`src/rtl/uart_asm_pkg.sv`:
```
// uart_asm_pkg
//   Shared constants, helper function and types for the UART word assembler.
//   BYTE_W       : width of one received byte
//   clog2()      : ceiling log2, used for counter and pointer widths
//   byte_order_e : where the first received byte lands within a word
package uart_asm_pkg;

  localparam int unsigned BYTE_W = 8;

  typedef enum logic {
    ORDER_MSB_FIRST = 1'b0,
    ORDER_LSB_FIRST = 1'b1
  } byte_order_e;

  function automatic int unsigned clog2(input int unsigned v);
    int unsigned r;
    longint unsigned p;
    r = 0;
    p = 1;
    while (p < longint'(v)) begin
      p = p << 1;
      r++;
    end
    return r;
  endfunction

endpackage

```
`src/rtl/word_fifo.sv`:
```
// word_fifo
//   Show-ahead FIFO with power-of-two depth. The read and write pointers
//   carry one extra wrap bit so full and empty can be told apart.
//   Storage resets to zero, so rdata_o never shows X.
//   Ports:
//     clk_i, rst_ni    : clock, asynchronous active-low reset
//     push_i, wdata_i  : write request and data (ignored when full without pop)
//     pop_i            : read request (ignored when empty)
//     rdata_o          : head entry
//     full_o, empty_o  : occupancy flags
module word_fifo
  import uart_asm_pkg::*;
#(
  parameter int unsigned WIDTH = 16,
  parameter int unsigned DEPTH = 4
) (
  input  logic             clk_i,
  input  logic             rst_ni,
  input  logic             push_i,
  input  logic [WIDTH-1:0] wdata_i,
  input  logic             pop_i,
  output logic [WIDTH-1:0] rdata_o,
  output logic             full_o,
  output logic             empty_o
);

  localparam int unsigned AW = clog2(DEPTH);

  logic [AW:0]      wr_ptr_q, rd_ptr_q;
  logic [WIDTH-1:0] mem_q [DEPTH];
  logic             do_push, do_pop;

  assign empty_o = (wr_ptr_q == rd_ptr_q);
  assign full_o  = (wr_ptr_q[AW] != rd_ptr_q[AW]) &&
                   (wr_ptr_q[AW-1:0] == rd_ptr_q[AW-1:0]);
  assign rdata_o = mem_q[rd_ptr_q[AW-1:0]];

  // A pop frees the head slot in the same cycle, so a push into a full FIFO
  // is accepted whenever it coincides with a pop.
  assign do_pop  = pop_i && !empty_o;
  assign do_push = push_i && (!full_o || do_pop);

  always_ff @(posedge clk_i or negedge rst_ni) begin
    if (!rst_ni) begin
      wr_ptr_q <= '0;
      rd_ptr_q <= '0;
      for (int unsigned i = 0; i < DEPTH; i++) begin
        mem_q[i] <= '0;
      end
    end else begin
      if (do_push) begin
        mem_q[wr_ptr_q[AW-1:0]] <= wdata_i;
        wr_ptr_q                <= wr_ptr_q + (AW+1)'(1);
      end
      if (do_pop) begin
        rd_ptr_q <= rd_ptr_q + (AW+1)'(1);
      end
    end
  end

endmodule

```
`src/rtl/uart_word_assembler.sv`:
```
// uart_word_assembler
//   Packs WORD_BYTES received bytes into one word (byte order chosen by
//   MSB_FIRST) and queues finished words in a FIFO_DEPTH-entry show-ahead
//   FIFO drained by a valid/ready handshake. A finished word that finds the
//   FIFO full (and no pop that cycle) is dropped and sets sticky overflow.
//   Optional feature macro: UART_ASM_TIMEOUT_EN -- discards a partial word
//   after TIMEOUT_CYCLES idle cycles and adds the timeout_pulse output.
//   Ports:
//     iCE_CLK, rst_n        : clock, asynchronous active-low reset
//     rx_valid, rx_byte     : received byte strobe and data
//     flush                 : discard the partial word (and any byte this cycle)
//     word_data, word_valid : FIFO head word and non-empty flag
//     word_ready            : consumer accepts the head word
//     byte_count            : bytes held in the partial word
//     overflow, overflow_clr: sticky drop flag and its clear (set wins)
//     timeout_pulse         : one-cycle timeout indication (macro only)
module uart_word_assembler
  import uart_asm_pkg::*;
#(
  parameter int unsigned WORD_BYTES     = 2,
  parameter int unsigned FIFO_DEPTH     = 4,
  parameter int unsigned MSB_FIRST      = 1,
  parameter int unsigned TIMEOUT_CYCLES = 65535
) (
  input  logic                            iCE_CLK,
  input  logic                            rst_n,
  input  logic                            rx_valid,
  input  logic [7:0]                      rx_byte,
  input  logic                            flush,
  output logic [BYTE_W*WORD_BYTES-1:0]    word_data,
  output logic                            word_valid,
  input  logic                            word_ready,
  output logic [clog2(WORD_BYTES)-1:0]    byte_count,
  output logic                            overflow,
  input  logic                            overflow_clr
`ifdef UART_ASM_TIMEOUT_EN
  ,
  output logic                            timeout_pulse
`endif
);

  localparam int unsigned CW = clog2(WORD_BYTES);
  localparam int unsigned WW = BYTE_W * WORD_BYTES;
  localparam byte_order_e ORDER = (MSB_FIRST != 0) ? ORDER_MSB_FIRST : ORDER_LSB_FIRST;

  logic [CW-1:0] count_q, count_d;
  logic [WW-1:0] part_q, part_d, word_next;
  logic          overflow_q, overflow_d;
  logic          fifo_full, fifo_empty;
  logic          take, complete, pop, push, discard, timeout_hit;

`ifdef UART_ASM_TIMEOUT_EN
  logic [31:0] idle_q, idle_d;
  logic        pulse_q;

  // Fires on the idle cycle that would bring the counter to TIMEOUT_CYCLES.
  assign timeout_hit = (count_q != '0) && !rx_valid &&
                       (idle_q == 32'(TIMEOUT_CYCLES - 1));

  always_comb begin
    idle_d = idle_q;
    if (rx_valid || (count_q == '0) || timeout_hit) begin
      idle_d = '0;
    end else begin
      idle_d = idle_q + 32'd1;
    end
  end

  always_ff @(posedge iCE_CLK or negedge rst_n) begin
    if (!rst_n) begin
      idle_q  <= '0;
      pulse_q <= 1'b0;
    end else begin
      idle_q  <= idle_d;
      pulse_q <= timeout_hit;
    end
  end

  assign timeout_pulse = pulse_q;
`else
  assign timeout_hit = 1'b0;
`endif

  assign discard = flush || timeout_hit;

  always_comb begin
    word_next = part_q;
    for (int unsigned k = 0; k < WORD_BYTES; k++) begin
      int unsigned pos;
      pos = (ORDER == ORDER_MSB_FIRST) ? (WORD_BYTES - 1 - k) : k;
      if (count_q == CW'(k)) begin
        word_next[pos*BYTE_W +: BYTE_W] = rx_byte;
      end
    end

    take     = rx_valid && !discard;
    complete = take && (count_q == CW'(WORD_BYTES - 1));
    pop      = !fifo_empty && word_ready;
    push     = complete && (!fifo_full || pop);

    count_d = count_q;
    part_d  = part_q;
    // A dropped word still restarts the count so later words stay aligned.
    if (discard || complete) begin
      count_d = '0;
      part_d  = '0;
    end else if (take) begin
      count_d = count_q + CW'(1);
      part_d  = word_next;
    end

    overflow_d = overflow_q;
    if (overflow_clr) begin
      overflow_d = 1'b0;
    end
    if (complete && fifo_full && !pop) begin
      overflow_d = 1'b1;
    end
  end

  always_ff @(posedge iCE_CLK or negedge rst_n) begin
    if (!rst_n) begin
      count_q    <= '0;
      part_q     <= '0;
      overflow_q <= 1'b0;
    end else begin
      count_q    <= count_d;
      part_q     <= part_d;
      overflow_q <= overflow_d;
    end
  end

  word_fifo #(
    .WIDTH (WW),
    .DEPTH (FIFO_DEPTH)
  ) u_fifo (
    .clk_i   (iCE_CLK),
    .rst_ni  (rst_n),
    .push_i  (push),
    .wdata_i (word_next),
    .pop_i   (pop),
    .rdata_o (word_data),
    .full_o  (fifo_full),
    .empty_o (fifo_empty)
  );

  assign word_valid = !fifo_empty;
  assign byte_count = count_q;
  assign overflow   = overflow_q;

endmodule

```
`config.mk`:
```
export PLATFORM = sky130hd
export DESIGN_NAME = uart_word_assembler
export DESIGN_NICKNAME = d
export VERILOG_FILES = /design/src/rtl/uart_asm_pkg.sv /design/src/rtl/word_fifo.sv /design/src/rtl/uart_word_assembler.sv
export SDC_FILE = /design/constraint.sdc
export NUM_CORES = 1
export LEC_CHECK = 0
export BUFFER_PORTS_ARGS = -buffer_cell sky130_fd_sc_hd__buf_2
export CORE_MARGIN = 2
export CORE_UTILIZATION = 55
export DETAILED_ROUTE_END_ITERATION = 16
export GPL_TIMING_DRIVEN = 0
export PLACE_DENSITY = 0.75
export SYNTH_ARGS = -nofsm -noshare
export SYNTH_HDL_FRONTEND = slang
export SYNTH_SLANG_ARGS = --single-unit
```
`constraint.sdc`:
```
create_clock -name iCE_CLK -period 3.2 [get_ports iCE_CLK]
set_input_delay 0.64 -clock iCE_CLK [delete_from_list [all_inputs] [get_ports iCE_CLK]]
set_output_delay 0.64 -clock iCE_CLK [all_outputs]
set_load 0.02 [all_outputs]
```
==> Word-level counts from Yosys, hierarchy flattened <==
Index checks and enable logic that the tools add are counted.
{ "totals": {"out_inout_bits": 19, "wordCells": 53, "regBits": 88, "input_bits": 14} }
{ "op_classes": {"n_eq_ne": 3, "n_reduce_logical": 19, "muxes": 14, "n_bitwise": 2, "addsub": 3, "order_cmp": 3} }
{ "ops": {"columns": ["operator", "n"], "rows": [
  ["$mux W16", 5],
  ["$bwmux W64", 1],
  ["$bmux W16 S2", 1],
  ["$demux W16 S2", 1],
  ["$mux W8", 2],
  ["$logic_and A1 B1 Y1", 10],
  ["$add A3 B1 Y3 const B", 2],
  ["$ge A3 B3 Y1 const B", 2],
  ["$not A2 Y3", 2],
  ["$logic_not A1 Y1", 4],
  ["$mux W1", 4],
  ["$reduce_bool A2 Y1", 2],
  ["$eq A3 B3 Y1", 1],
  ["$logic_or A1 B1 Y1", 3],
  ["$lt A3 B1 Y1 const B", 1],
  ["$eq A2 B2 Y1", 1],
  ["$add A1 B1 Y1 const B", 1],
  ["$ne A1 B1 Y1", 1]
]} }

==> Logic depth before layout (Yosys ltp) <==
{ "logic_depth": {"ltp_word": 6, "ltp_mapped": 6, "ltp_nobuf": 5} }

==> Hierarchy <==
From an unflattened synthesis, not the netlist that was laid out.
{ "unflattened": {"cells_unflattened": 278, "hier_area_um2": 4369.2} }
{ "modules_own_cells": {"columns": ["mod", "area_per_inst_um2", "cells_per_inst", "seq_area_each_um2", "n_inst"], "rows": [
  ["word_fifo", 3345.7, 196, 1751.7, 1],
  ["uart_word_assembler", 1023.5, 82, 450.4, 1]
]} }

==> Worst setup path after synthesis <==
OpenSTA, ideal clock, no wires.
{ "synth_path": {"path_kind": "input-to-reg", "startpoint": "input port word_ready", "endpoint": "register u_fifo.mem_q[10] (netlist name)", "slack_ps": 1042, "path_stages": 4, "path_buffers": 2, "setup_ps": 125, "arrival_ps": 2034, "required_time_ps": 3075, "path_cell_list": "buf_1 > o41ai_4 > buf_6 > mux2_2"} }
{ "synth_between": {"elab_chain_len": 4, "word_cells_on_any_way": 6, "cone_classes": "reduce/logical (6)"} }
{ "synth_lines": {"columns": ["element", "line_no", "source"], "rows": [
  ["start, declared", "uart_word_assembler.sv:32", "input logic word_ready,"],
  ["$logic_and A1 B1 Y1 *", "uart_word_assembler.sv:98", "pop = !fifo_empty && word_ready;"],
  ["$logic_or A1 B1 Y1 / $logic_and A1 B1 Y1 (equally long branches)", "uart_word_assembler.sv:99, word_fifo.sv:40", null],
  ["$logic_and A1 B1 Y1 / $logic_or A1 B1 Y1 (equally long branches)", "uart_word_assembler.sv:99, word_fifo.sv:41", null],
  ["$logic_and A1 B1 Y1 *", "word_fifo.sv:41", "assign do_push = push_i && (!full_o || do_pop);"],
  ["end signal, assigned by index", "word_fifo.sv:52", "mem_q[wr_ptr_q[AW-1:0]] <= wdata_i;"],
  ["end, declared", "word_fifo.sv:30", "logic [WIDTH-1:0] mem_q [DEPTH];"]
]} }
Every way passes the cells marked *; elsewhere a longest branch is shown, timed or not.
A chain may end at the register's enable or synchronous reset.

==> Worst setup path in the final report <==
{ "layout_path": {"startpoint": "register u_fifo.rd_ptr_q[0]", "endpoint": "output port word_data[13]"} }
{ "layout_between": {"elab_chain_len": 4} }
{ "layout_lines": {"columns": ["element", "line_no", "source"], "rows": [
  ["start, declared", "word_fifo.sv:29", "logic [AW:0] wr_ptr_q, rd_ptr_q;"],
  ["start signal, assigned", "word_fifo.sv:56", "rd_ptr_q <= rd_ptr_q + (AW+1)'(1);"],
  ["$not A2 Y3 (not written as such)", "word_fifo.sv:36", "assign rdata_o = mem_q[rd_ptr_q[AW-1:0]];"],
  ["$bmux W16 S2", "word_fifo.sv:36", null],
  ["$mux W16 (not written as such) (2 in series)", "word_fifo.sv:36", null],
  ["end, declared", "uart_word_assembler.sv:30", "output logic [BYTE_W*WORD_BYTES-1:0] word_data,"]
]} }
Every way passes these cells. The select of a mux whose other input is x is not followed.

==> run_results.csv <==
group,metric,value,unit
clocking,cts_buffers,9,
min_path,hold_path_class,"in2async",
clocking,clockBufferDepth,2,
logic_synthesis,syn_inst,236,
logic_synthesis,syn_area_per_cell,15.8,um2
critical_path,path_class,"reg2out",
die,pin_count,33,
cells_and_area,fillerInstances,520,
timing,fin_crit,2.70,ns
logic_synthesis,yosysSeqAreaShare,0.535,
logic_synthesis,syn_nets,255,
route,vias_per_cell,5.75,
critical_path,worstSetupEndpointType,"output port",
critical_path,worstPathArrival,2.06,ns
logic_synthesis,synth_cell_types,29,
die,start_util,0.560,
critical_path,crit_required,2.56,ns
die,chipWidth,86.5,um
global_route,grtUsageTotal,0.203,
clocking,htreeDepth,3,
clocking,clk_pin_slew,0.09,ns
die,die-area,7480,um2
critical_path,cpPeakStageDelay,0.56,ns
critical_path,reg2regPathDepth,5,
route,drt_iter0_drc,61,
placed_design,gp_congestion,0.757,
critical_path,start_kind,"flip-flop",
global_route,grt_overflow,0,
timing,skew,0.0155,ns
global_route,grt_first_pass_wirelength,11300,um
critical_path,cp_max_fo,10,
power,power_density,839,nW/um2
logic_synthesis,ys_warn_count,0,
route,post-route-drc-count,0,
flow_run,maxCapViolCount,0,
timing,max_freq,370,MHz
critical_path,critPathSlowestCell,"mux4_2",
timing,relSlewSlack,0.482,
timing,setup_ws,0.500,ns
placed_design,dp_hpwl,4470,um
global_route,antenna_found_initial,0,
logic_synthesis,ys_ff_latch,80,
status,outcome,"completed",
route,wirelength,6740,um
critical_path,r2r_slack,0.88,ns
route,first_pass_iters,4,
cells_and_area,syn_to_final_growth,12.0,%
critical_path,cpMostUsedCell,"buf_2",
die,core,6680,um2
timing,timing.hold.ws,0.260,ns
cells_and_area,area.sequential,2000,um2
timing,final-hold-violation-count,0,
cells_and_area,layout.nets,298,
route,vias,2089,
clocking,cts.root.buffer_cell,"clkbuf_8",
die,rows,30,
critical_path,cp_cell_sequence,"buf_4, buf_2, mux4_2, buf_2",
timing,worst_slew_pin_slew,0.775,ns
placed_design,preCtsSetupSlack,0.691,ns
power,peakVddDrop,458,uV
route,ant_nets,0,
clocking,cts_hold_buf,0,
global_route,grt_pass1_vias,2195,
clocking,post_cts_resized,0,
clocking,cts_sinks,80,
cells_and_area,diodes,0,
route,wl_per_cell,18.6,um
placed_design,portBuffers,31,
clocking,post_cts_buffers,0,
timing,drv_slew,0,
global_route,grt_max_degree,42,
cells_and_area,drive_gt1_frac,0.466,
clocking,cts_tree,"built",
timing,fin_crit_sh,0.844,
timing,rsz0062_at_grt,"false",
critical_path,r2r-end,"u_fifo.mem_q[7]$_DFFE_PN0P_",
clocking,worstSkewPairLatency,0.35,ns
power,power_leakage,2.01,nW
die,die_h,86.5,um
timing,finalSetupViolCount,0,
timing,setup_tns,0,ns
critical_path,r2r_start,"u_fifo.rd_ptr_q[1]$_DFFE_PN0P_",
logic_synthesis,synth_area,3740,um2
cells_and_area,multi_input_area,1640,um2
[worst max-delay path: cells and delay by family (launching register included)]
kind,cells,cell delay (ns)
buf+inv,3,0.81
mux,1,0.56
flops,1,0.35
[synthesized netlist by cell type]
cell type / number / share of area
dfrtp_1: 80 / 0.54
mux2_2: 57 / 0.17
mux4_2: 16 / 0.096
nor2_1: 10 / 0.010
mux2_1: 9 / 0.027
a21oi_1: 8 / 0.011
nor2b_1: 8 / 0.013
buf_6: 5 / 0.015
ha_1: 5 / 0.017
and4b_1: 4 / 0.011
clkbuf_1: 4 / 0.0040
o41ai_4: 4 / 0.029
xnor2_1: 4 / 0.0094
inv_1: 3 / 0.0030
nand2_1: 3 / 0.0030
o31ai_1: 2 / 0.0040
xor2_4: 2 / 0.015
a32o_1: 1 / 0.0027
and3b_1: 1 / 0.0023
buf_1: 1 / 0.0010
buf_2: 1 / 0.0013
buf_4: 1 / 0.0020
nand2b_1: 1 / 0.0017
nand3b_1: 1 / 0.0020
nor3_1: 1 / 0.0013
o21a_1: 1 / 0.0020
o41ai_1: 1 / 0.0023
xnor2_2: 1 / 0.0044
xor2_1: 1 / 0.0023
[where the power goes]
part	internal, mW	switching, mW
combinational	0.642	0.717
sequential	1.30	0.182
clock	0.323	0.351
total	2.26	1.25
[sequential cells by signal, indices dropped and copies added (netlist names)]
| register | count |
|---|---|
| byte_count | 1 |
| overflow | 1 |
| part_q | 8 |
| u_fifo.mem_q | 64 |
| u_fifo.rd_ptr_q | 3 |
| u_fifo.wr_ptr_q | 3 |
[worst max path at each step]
stage	start	endpoint
finish	u_fifo.rd_ptr_q[0]$_DFFE_PN0P_	word_data[13]
global route	u_fifo.rd_ptr_q[0]$_DFFE_PN0P_	word_data[10]
CTS	u_fifo.rd_ptr_q[0]$_DFFE_PN0P_	word_data[10]
detailed placement	word_ready	u_fifo.mem_q[7]$_DFFE_PN0P_
global placement	word_ready	u_fifo.mem_q[13]$_DFFE_PN0P_
floorplan	word_ready	u_fifo.mem_q[10]$_DFFE_PN0P_
[cells by family after synthesis]
family                   Yosys count  share of synthesized area
adder cells (fa/ha/maj)            5                     0.0167
XOR/XNOR                           8                     0.0308
AND/OR/NAND/NOR                   29                     0.0445
AO/OA/AOI/OAI                     17                     0.0512
buffers and inverters             15                     0.0264
multiplexers                      82                      0.295
flip-flops                        80                      0.535
[cell type report]
type,instances,area share
plain buffers,12,0.0209
clock inverters,2,0.00328
clock buffers,13,0.0379
well taps,80,0.0239
repair buffers,32,0.0424
flip-flops and latches,80,0.478
multi-input cells,141,0.391
inverters,3,0.00269
[layer usage]
layer	global-route usage	share of wire	vias up	routed length [um]
li1	-	-	957	-
met1	0.282	0.46	1091	3100
met2	0.321	0.49	33	3320
met3	0.0429	0.032	8	214
met4	0.0668	0.015	0	99
met5	0	0	-	0
[stage by stage]
stage	std cells	total power, mW	instance area [um2]	utilization
2_1_floorplan	236	2.53	3740	-
3_3_place_gp	347	2.84	4000	0.598
3_5_place_dp	348	2.89	4020	0.601
4_1_cts	363	3.56	4190	0.627
5_1_grt	363	3.73	4190	0.627
6_report	363	3.51	4190	0.627
[placed cells by master, fill, tap and decap left out, drive strengths merged, types with 2 or more instances in the layout]
cell	count
a21oi	8
and4b	4
buf	40
clkbuf	17
dfrtp	80
ha	5
inv	4
mux2	66
mux4	16
nand2	3
nor2	10
nor2b	8
o31ai	2
o41ai	5
xnor2	5
xor2	3
(Power assumes the default switching activity.)
